`src/rtl/imem_loader_pkg.sv`:
```
// ============================================================================
// Module     : imem_loader_pkg
// Description: Shared state encoding and defaults for the instruction loader.
// Revision   : 1.0
// ============================================================================
`default_nettype none

package imem_loader_pkg;

    typedef enum logic [2:0] {
        IDLE = 3'd0,
        LEN0 = 3'd1,
        LEN1 = 3'd2,
        DATA = 3'd3,
        CSUM = 3'd4,
        DONE = 3'd5,
        ERR  = 3'd6
    } loader_state_e;

    localparam logic [7:0]  LOADER_MAGIC       = 8'hA5;
    localparam int unsigned LOADER_DEPTH_WORDS = 2048;

endpackage

`default_nettype wire

```
`src/rtl/imem_word_packer.sv`:
```
// ============================================================================
// Module     : imem_word_packer
// Description: Packs a byte stream little-endian into 32-bit words.
// Revision   : 1.0
// ============================================================================
`default_nettype none

module imem_word_packer (
    input  logic        clk,
    input  logic        rst_n,
    input  logic [7:0]  i_byte,
    input  logic        i_strobe,
    input  logic        i_clear,
    output logic [31:0] o_word,
    output logic        o_word_valid,
    output logic [1:0]  o_byte_idx
);

    logic [1:0]  r_idx;
    logic [31:0] r_word;
    logic        r_valid;

    always_ff @(posedge clk or negedge rst_n) begin
        if (!rst_n) begin
            r_idx   <= 2'd0;
            r_word  <= 32'd0;
            r_valid <= 1'b0;
        end else begin
            // Pulse lands in the cycle after the fourth byte is captured.
            r_valid <= i_strobe && !i_clear && (r_idx == 2'd3);
            if (i_clear) begin
                r_idx <= 2'd0;
            end else if (i_strobe) begin
                r_word[{r_idx, 3'b000} +: 8] <= i_byte;
                r_idx                        <= r_idx + 2'd1;
            end
        end
    end

    assign o_word       = r_word;
    assign o_word_valid = r_valid;
    assign o_byte_idx   = r_idx;

endmodule

`default_nettype wire

```
`src/rtl/imem_loader.sv`:
```
// ============================================================================
// Module     : imem_loader
// Description: Framed UART boot loader writing the instruction RAM.
// Revision   : 1.0
// ============================================================================
`default_nettype none

module imem_loader
    import imem_loader_pkg::*;
#(
    parameter int unsigned DEPTH_WORDS = LOADER_DEPTH_WORDS,
    parameter logic [7:0]  MAGIC       = LOADER_MAGIC,
    parameter int unsigned TIMEOUT_CYC = 1000000
) (
    input  logic        clk,
    input  logic        rst_n,
    input  logic        i_rx_valid,
    input  logic [7:0]  i_rx_data,
    output logic        o_rx_ready,
    output logic        o_mem_we,
    output logic [31:0] o_mem_waddr,
    output logic [31:0] o_mem_wdata,
    output logic        o_cpu_rst_n,
    output logic        o_load_done,
    output logic        o_load_err
);

    loader_state_e r_state;
    loader_state_e w_next;

    logic        r_rx_ready;
    logic [15:0] r_len;
    logic [15:0] r_word_idx;
    logic [7:0]  r_xor;
    logic [31:0] r_idle;
    logic [31:0] r_waddr;
    logic        r_done;
    logic        r_err;
    logic        r_cpu_rst_n;

    logic        w_accept;
    logic        w_in_frame;
    logic        w_timeout;
    logic        w_restart;
    logic        w_data_byte;
    logic        w_word_done;
    logic        w_last_word;
    logic [15:0] w_len_full;
    logic [1:0]  w_byte_idx;

    assign w_accept    = i_rx_valid && r_rx_ready;
    assign w_in_frame  = (r_state == LEN0) || (r_state == LEN1) ||
                         (r_state == DATA) || (r_state == CSUM);
    assign w_timeout   = w_in_frame && (r_idle >= TIMEOUT_CYC);
    assign w_restart   = w_accept && (i_rx_data == MAGIC) &&
                         ((r_state == IDLE) || (r_state == DONE) || (r_state == ERR));
    assign w_data_byte = w_accept && (r_state == DATA) && !w_timeout;
    assign w_word_done = w_data_byte && (w_byte_idx == 2'd3);
    assign w_last_word = w_word_done && ((r_word_idx + 16'd1) == r_len);
    assign w_len_full  = {i_rx_data, r_len[7:0]};

    always_ff @(posedge clk or negedge rst_n) begin
        if (!rst_n) begin
            r_state <= IDLE;
        end else begin
            r_state <= w_next;
        end
    end

    always_comb begin
        w_next = r_state;
        case (r_state)
            IDLE, DONE, ERR: begin
                if (w_restart) w_next = LEN0;
            end
            LEN0: begin
                if (w_accept) w_next = LEN1;
            end
            LEN1: begin
                if (w_accept) begin
                    if ({16'd0, w_len_full} > DEPTH_WORDS) w_next = ERR;
                    else if (w_len_full == 16'd0)          w_next = CSUM;
                    else                                   w_next = DATA;
                end
            end
            DATA: begin
                if (w_last_word) w_next = CSUM;
            end
            CSUM: begin
                if (w_accept) w_next = (i_rx_data == r_xor) ? DONE : ERR;
            end
            default: w_next = IDLE;
        endcase
        // A stalled frame is abandoned even if a byte shows up on the limit cycle.
        if (w_timeout) w_next = ERR;
    end

    always_ff @(posedge clk or negedge rst_n) begin
        if (!rst_n) begin
            r_rx_ready  <= 1'b0;
            r_len       <= 16'd0;
            r_word_idx  <= 16'd0;
            r_xor       <= 8'd0;
            r_idle      <= 32'd0;
            r_waddr     <= 32'd0;
            r_done      <= 1'b0;
            r_err       <= 1'b0;
            r_cpu_rst_n <= 1'b0;
        end else begin
            r_rx_ready <= 1'b1;
            r_idle     <= (w_in_frame && !w_accept && !w_timeout) ? r_idle + 32'd1 : 32'd0;
            if (w_restart) begin
                r_len      <= 16'd0;
                r_word_idx <= 16'd0;
                r_xor      <= 8'd0;
            end else begin
                if (w_accept && !w_timeout && (r_state == LEN0)) r_len[7:0]  <= i_rx_data;
                if (w_accept && !w_timeout && (r_state == LEN1)) r_len[15:8] <= i_rx_data;
                if (w_data_byte) r_xor <= r_xor ^ i_rx_data;
                if (w_word_done) begin
                    r_waddr    <= {14'd0, r_word_idx, 2'b00};
                    r_word_idx <= r_word_idx + 16'd1;
                end
            end
            r_done      <= (w_next == DONE);
            r_err       <= (w_next == ERR);
            r_cpu_rst_n <= (w_next == DONE);
        end
    end

    imem_word_packer u_packer (
        .clk          (clk),
        .rst_n        (rst_n),
        .i_byte       (i_rx_data),
        .i_strobe     (w_data_byte),
        .i_clear      (w_restart),
        .o_word       (o_mem_wdata),
        .o_word_valid (o_mem_we),
        .o_byte_idx   (w_byte_idx)
    );

    assign o_rx_ready  = r_rx_ready;
    assign o_mem_waddr = r_waddr;
    assign o_cpu_rst_n = r_cpu_rst_n;
    assign o_load_done = r_done;
    assign o_load_err  = r_err;

endmodule

`default_nettype wire

```
`config.mk`:
```
export PLATFORM = sky130hd
export DESIGN_NAME = imem_loader
export DESIGN_NICKNAME = d
export VERILOG_FILES = /design/src/rtl/imem_loader_pkg.sv /design/src/rtl/imem_word_packer.sv /design/src/rtl/imem_loader.sv
export SDC_FILE = /design/constraint.sdc
export NUM_CORES = 1
export LEC_CHECK = 0
export CAP_MARGIN = 40
export CELL_PAD_IN_SITES_DETAIL_PLACEMENT = 0
export CELL_PAD_IN_SITES_GLOBAL_PLACEMENT = 2
export CORE_ASPECT_RATIO = 1.75
export CORE_UTILIZATION = 40
export CTS_BUF_LIST = sky130_fd_sc_hd__clkbuf_8
export DETAILED_ROUTE_END_ITERATION = 6
export DONT_BUFFER_PORTS = 1
export PLACE_DENSITY = 0.78
export REMOVE_ABC_BUFFERS = 1
export SLEW_MARGIN = 20
export SYNTH_ARGS = -nofsm -noshare
export SYNTH_HDL_FRONTEND = slang
export SYNTH_SLANG_ARGS = --single-unit
```
`constraint.sdc`:
```
create_clock -name clk -period 2.99 [get_ports clk]
set_input_delay 0.598 -clock clk [delete_from_list [all_inputs] [get_ports clk]]
set_output_delay 0.598 -clock clk [all_outputs]
set_load 0.005 [all_outputs]
```
==> impl_metrics.toml, run 1 <==
[clock_tree]
cts_root_buf = "clkbuf_8"
cts_tree = "yes"
postCtsSetupBuffers = 0
cts.path.max_buffers = 2
cts_buffers = 17
clk_latency_ns = 0.44
clk_pin_slew_ns = 0.08
numClockSinks = 129
cts_resized = 0
cts-htree-levels = 4

[synth]
postSynthAreaPerCell_sq_um = 8.96
seq_area_frac_synth = 0.496
yosys.area.top_type = "dfrtp_1"
synthFlopType = "dfrtp_1"
synth.area.top_cells = "dfrtp_1 50%, nand2_1 9.4%, o21ai_0 5.6%"
async_flop_share = 1.00
ys_ff_latch = 129
synth_top_area_frac = 0.496
synth_edf_count = 0
synthDistinctLibCells = 63
yosys_warnings = 0
synthCells = 726
syn_area_sq_um = 6500

[setup_path]
critPathCaptureType = "register"
reg2reg_depth = 7
critical_path_class = "reg -> reg"
arrival_ns = 3.01
rr_endpoint = "o_load_err"
r2r_start = "r_word_idx[0]"
cp.required_ns = 3.34
reg2reg_slack_ns = 0.33
cp_max_fo = 7
start_kind = "register"

[place]
placed_area_sq_um = 6630
portBuffers = 0
post-place-ws_ns = 0.339
dp.final_hpwl_mm = 10.7
gp_congestion = 0.811

[sta]
finalSetupViolations = 0
finalClockSkew_ns = 0.0143
layout_setup_ws_ns = 0.331
drv_slew = 0
min_period_over_period = 0.889
rsz0062_at_grt = "no"
period_needed_ns = 2.66
tightestPinTransition_ns = 0.655
finalHoldViolCount = 129
hold_ws_ns = -0.156
max_freq_mhz = 376
timing.setup.tns_ns = 0
max_slew_margin = 0.562

[grt]
grt_usage = 0.199
grt_pass1_vias = 4981
grt_max_degree = 130
overflow = 0
antenna_found_initial = 0
grt_pass1_wl_mm = 25.6

[cells_and_area]
final_area_sq_um = 7060
layout.nets = 748
final_cell_mix = "163 x nand2_1, 129 x dfrtp_1, 73 x o21ai_0, 62 x nor2_1, 35 x nand3_1"
layout_commonest_cell = "nand2_1"
drive_above_1_share = 0.0837
syn_to_final_growth_pct = 8.58
antenna_cells = 0

[routing]
drt_first_pass_iters = 7
vias = 4921
wl_mm = 15.6
drt-initial-drc-count = 205
vias_per_cell = 5.29
route.detailed.drc = 2
wire_per_inst_um = 16.8
drtAntennaViolNets = 0

[die]
core_sq_um = 15900
fp.dieW_um = 98.4
die-area_sq_um = 16800
die_h_um = 171
start_util = 0.410
pin_count = 80
rows = 61

[min_path]
hp-class = "in -> async"

[job]
cap_violations = 0

[outcome]
failed_checks = "DRC, hold timing"
run_status = "complete, but fails checks"

[pwr]
power_density_nw_per_um2 = 541
ir_drop_v = 0.000396
p_leak_uw = 0.00309
Yosys cell counts, drive strengths merged (10+ instances only):
| cell | number |
|---|---|
| xor2 | 16 |
| nor2 | 62 |
| nand4 | 16 |
| inv | 15 |
| dfrtp | 129 |
| nand3 | 37 |
| a21oi | 11 |
| nand2 | 163 |
| buf | 26 |
| nor3 | 12 |
| clkbuf | 32 |
| nor4 | 10 |
| xnor2 | 32 |
| o21ai | 74 |
worst max-delay path: stages (launching register included):
cell and delay, ns:
dfrtp_1 0.47, ha_1 0.32, nand3_2 0.17, or3_4 0.42, a2111oi_4 0.42, nand4_1 0.17
or3_1 0.42, a22oi_1 0.18
routing by layer:
layer	global-route usage	part of all wire
met1	0.220	0.40
met2	0.363	0.54
met3	0.0413	0.036
met4	0.0889	0.025
met5	0	0
sequential cells by signal, summed over array words and instances, names as in the netlist:
register and flops:
u_packer.o_word_valid 1, u_packer.o_byte_idx 2, o_cpu_rst_n 1, r_xor 8, r_state 3, r_word_idx 16, o_mem_waddr 16, r_len 16
o_load_err 1, o_rx_ready 1, u_packer.o_word 32, r_idle 32
power breakdown:
group          internal [uW]  switching (uW)  leakage (uW)
Combinational            153             193       0.00113
Clock                    869             726      0.000208
Sequential              1810            67.2       0.00175
Total                   2840             986       0.00309
cell families (layout without fill, tap and decap cells):
kind of cell             Yosys count  count (layout)  share of synthesized area
AND/OR/NAND/NOR                  339             339                      0.237
flip-flops                       129             129                      0.496
AO/OA/AOI/OAI                    122             122                      0.117
buffers and inverters             73              61                     0.0590
XOR/XNOR                          49              49                     0.0681
adder cells (fa/ha/maj)            8               8                     0.0154
multiplexers                       4               4                    0.00616
other                              2              29                    0.00115
metrics by stage:
step           utilization  hold WS, ns  power [uW]  instances
2_1_floorplan            -        0.302        2180        695
3_3_place_gp         0.416        0.306        2260        895
3_5_place_dp         0.417        0.306        2260        896
4_1_cts              0.444       -0.184        3870        927
5_1_grt              0.445       -0.198        4000        930
6_report             0.445       -0.156        3820        930
how the worst max path moves through the flow:
stage | slack (ns) | from | to | depth (start not counted)
global placement | 0.42 | r_word_idx[0] | o_load_err | 7
finish | 0.33 | r_word_idx[0] | o_load_err | 7
detailed placement | 0.34 | r_word_idx[0] | o_load_err | 7
CTS | 0.31 | r_word_idx[0] | o_load_err | 7
global route | 0.15 | r_word_idx[0] | o_cpu_rst_n | 7
floorplan | 0.10 | i_rx_valid | r_word_idx[12] | 6
area by class of cell:
cell class	count	area [sq um]
fill	1618	8810
inverter	15	56.3
multi-input combinational	551	3010
sequential	129	3230
clock inverter	12	159
tap	189	236
clock buffer	19	262
timing repair buffer	15	115
Note: power is estimated with default switching activity, not from simulation.
==> inputs of run 2 (changes only) <==
--- a/config.mk
+++ b/config.mk
@@ -13,6 +13,7 @@
 export CTS_BUF_LIST = sky130_fd_sc_hd__clkbuf_8
 export DETAILED_ROUTE_END_ITERATION = 6
 export DONT_BUFFER_PORTS = 1
+export HOLD_SLACK_MARGIN = 0.05
 export PLACE_DENSITY = 0.78
 export REMOVE_ABC_BUFFERS = 1
 export SLEW_MARGIN = 20
==> results of run 2 <==
Final layout, timing and power as in run 1 (identical DEF).
==> inputs of run 3 (changes only) <==
--- a/config.mk
+++ b/config.mk
@@ -16,6 +16,7 @@
 export HOLD_SLACK_MARGIN = 0.05
 export PLACE_DENSITY = 0.78
 export REMOVE_ABC_BUFFERS = 1
+export SKIP_CTS_REPAIR_TIMING = 1
 export SLEW_MARGIN = 20
 export SYNTH_ARGS = -nofsm -noshare
 export SYNTH_HDL_FRONTEND = slang
==> results of run 3 <==
Final layout, timing and power as in run 1 (identical DEF).
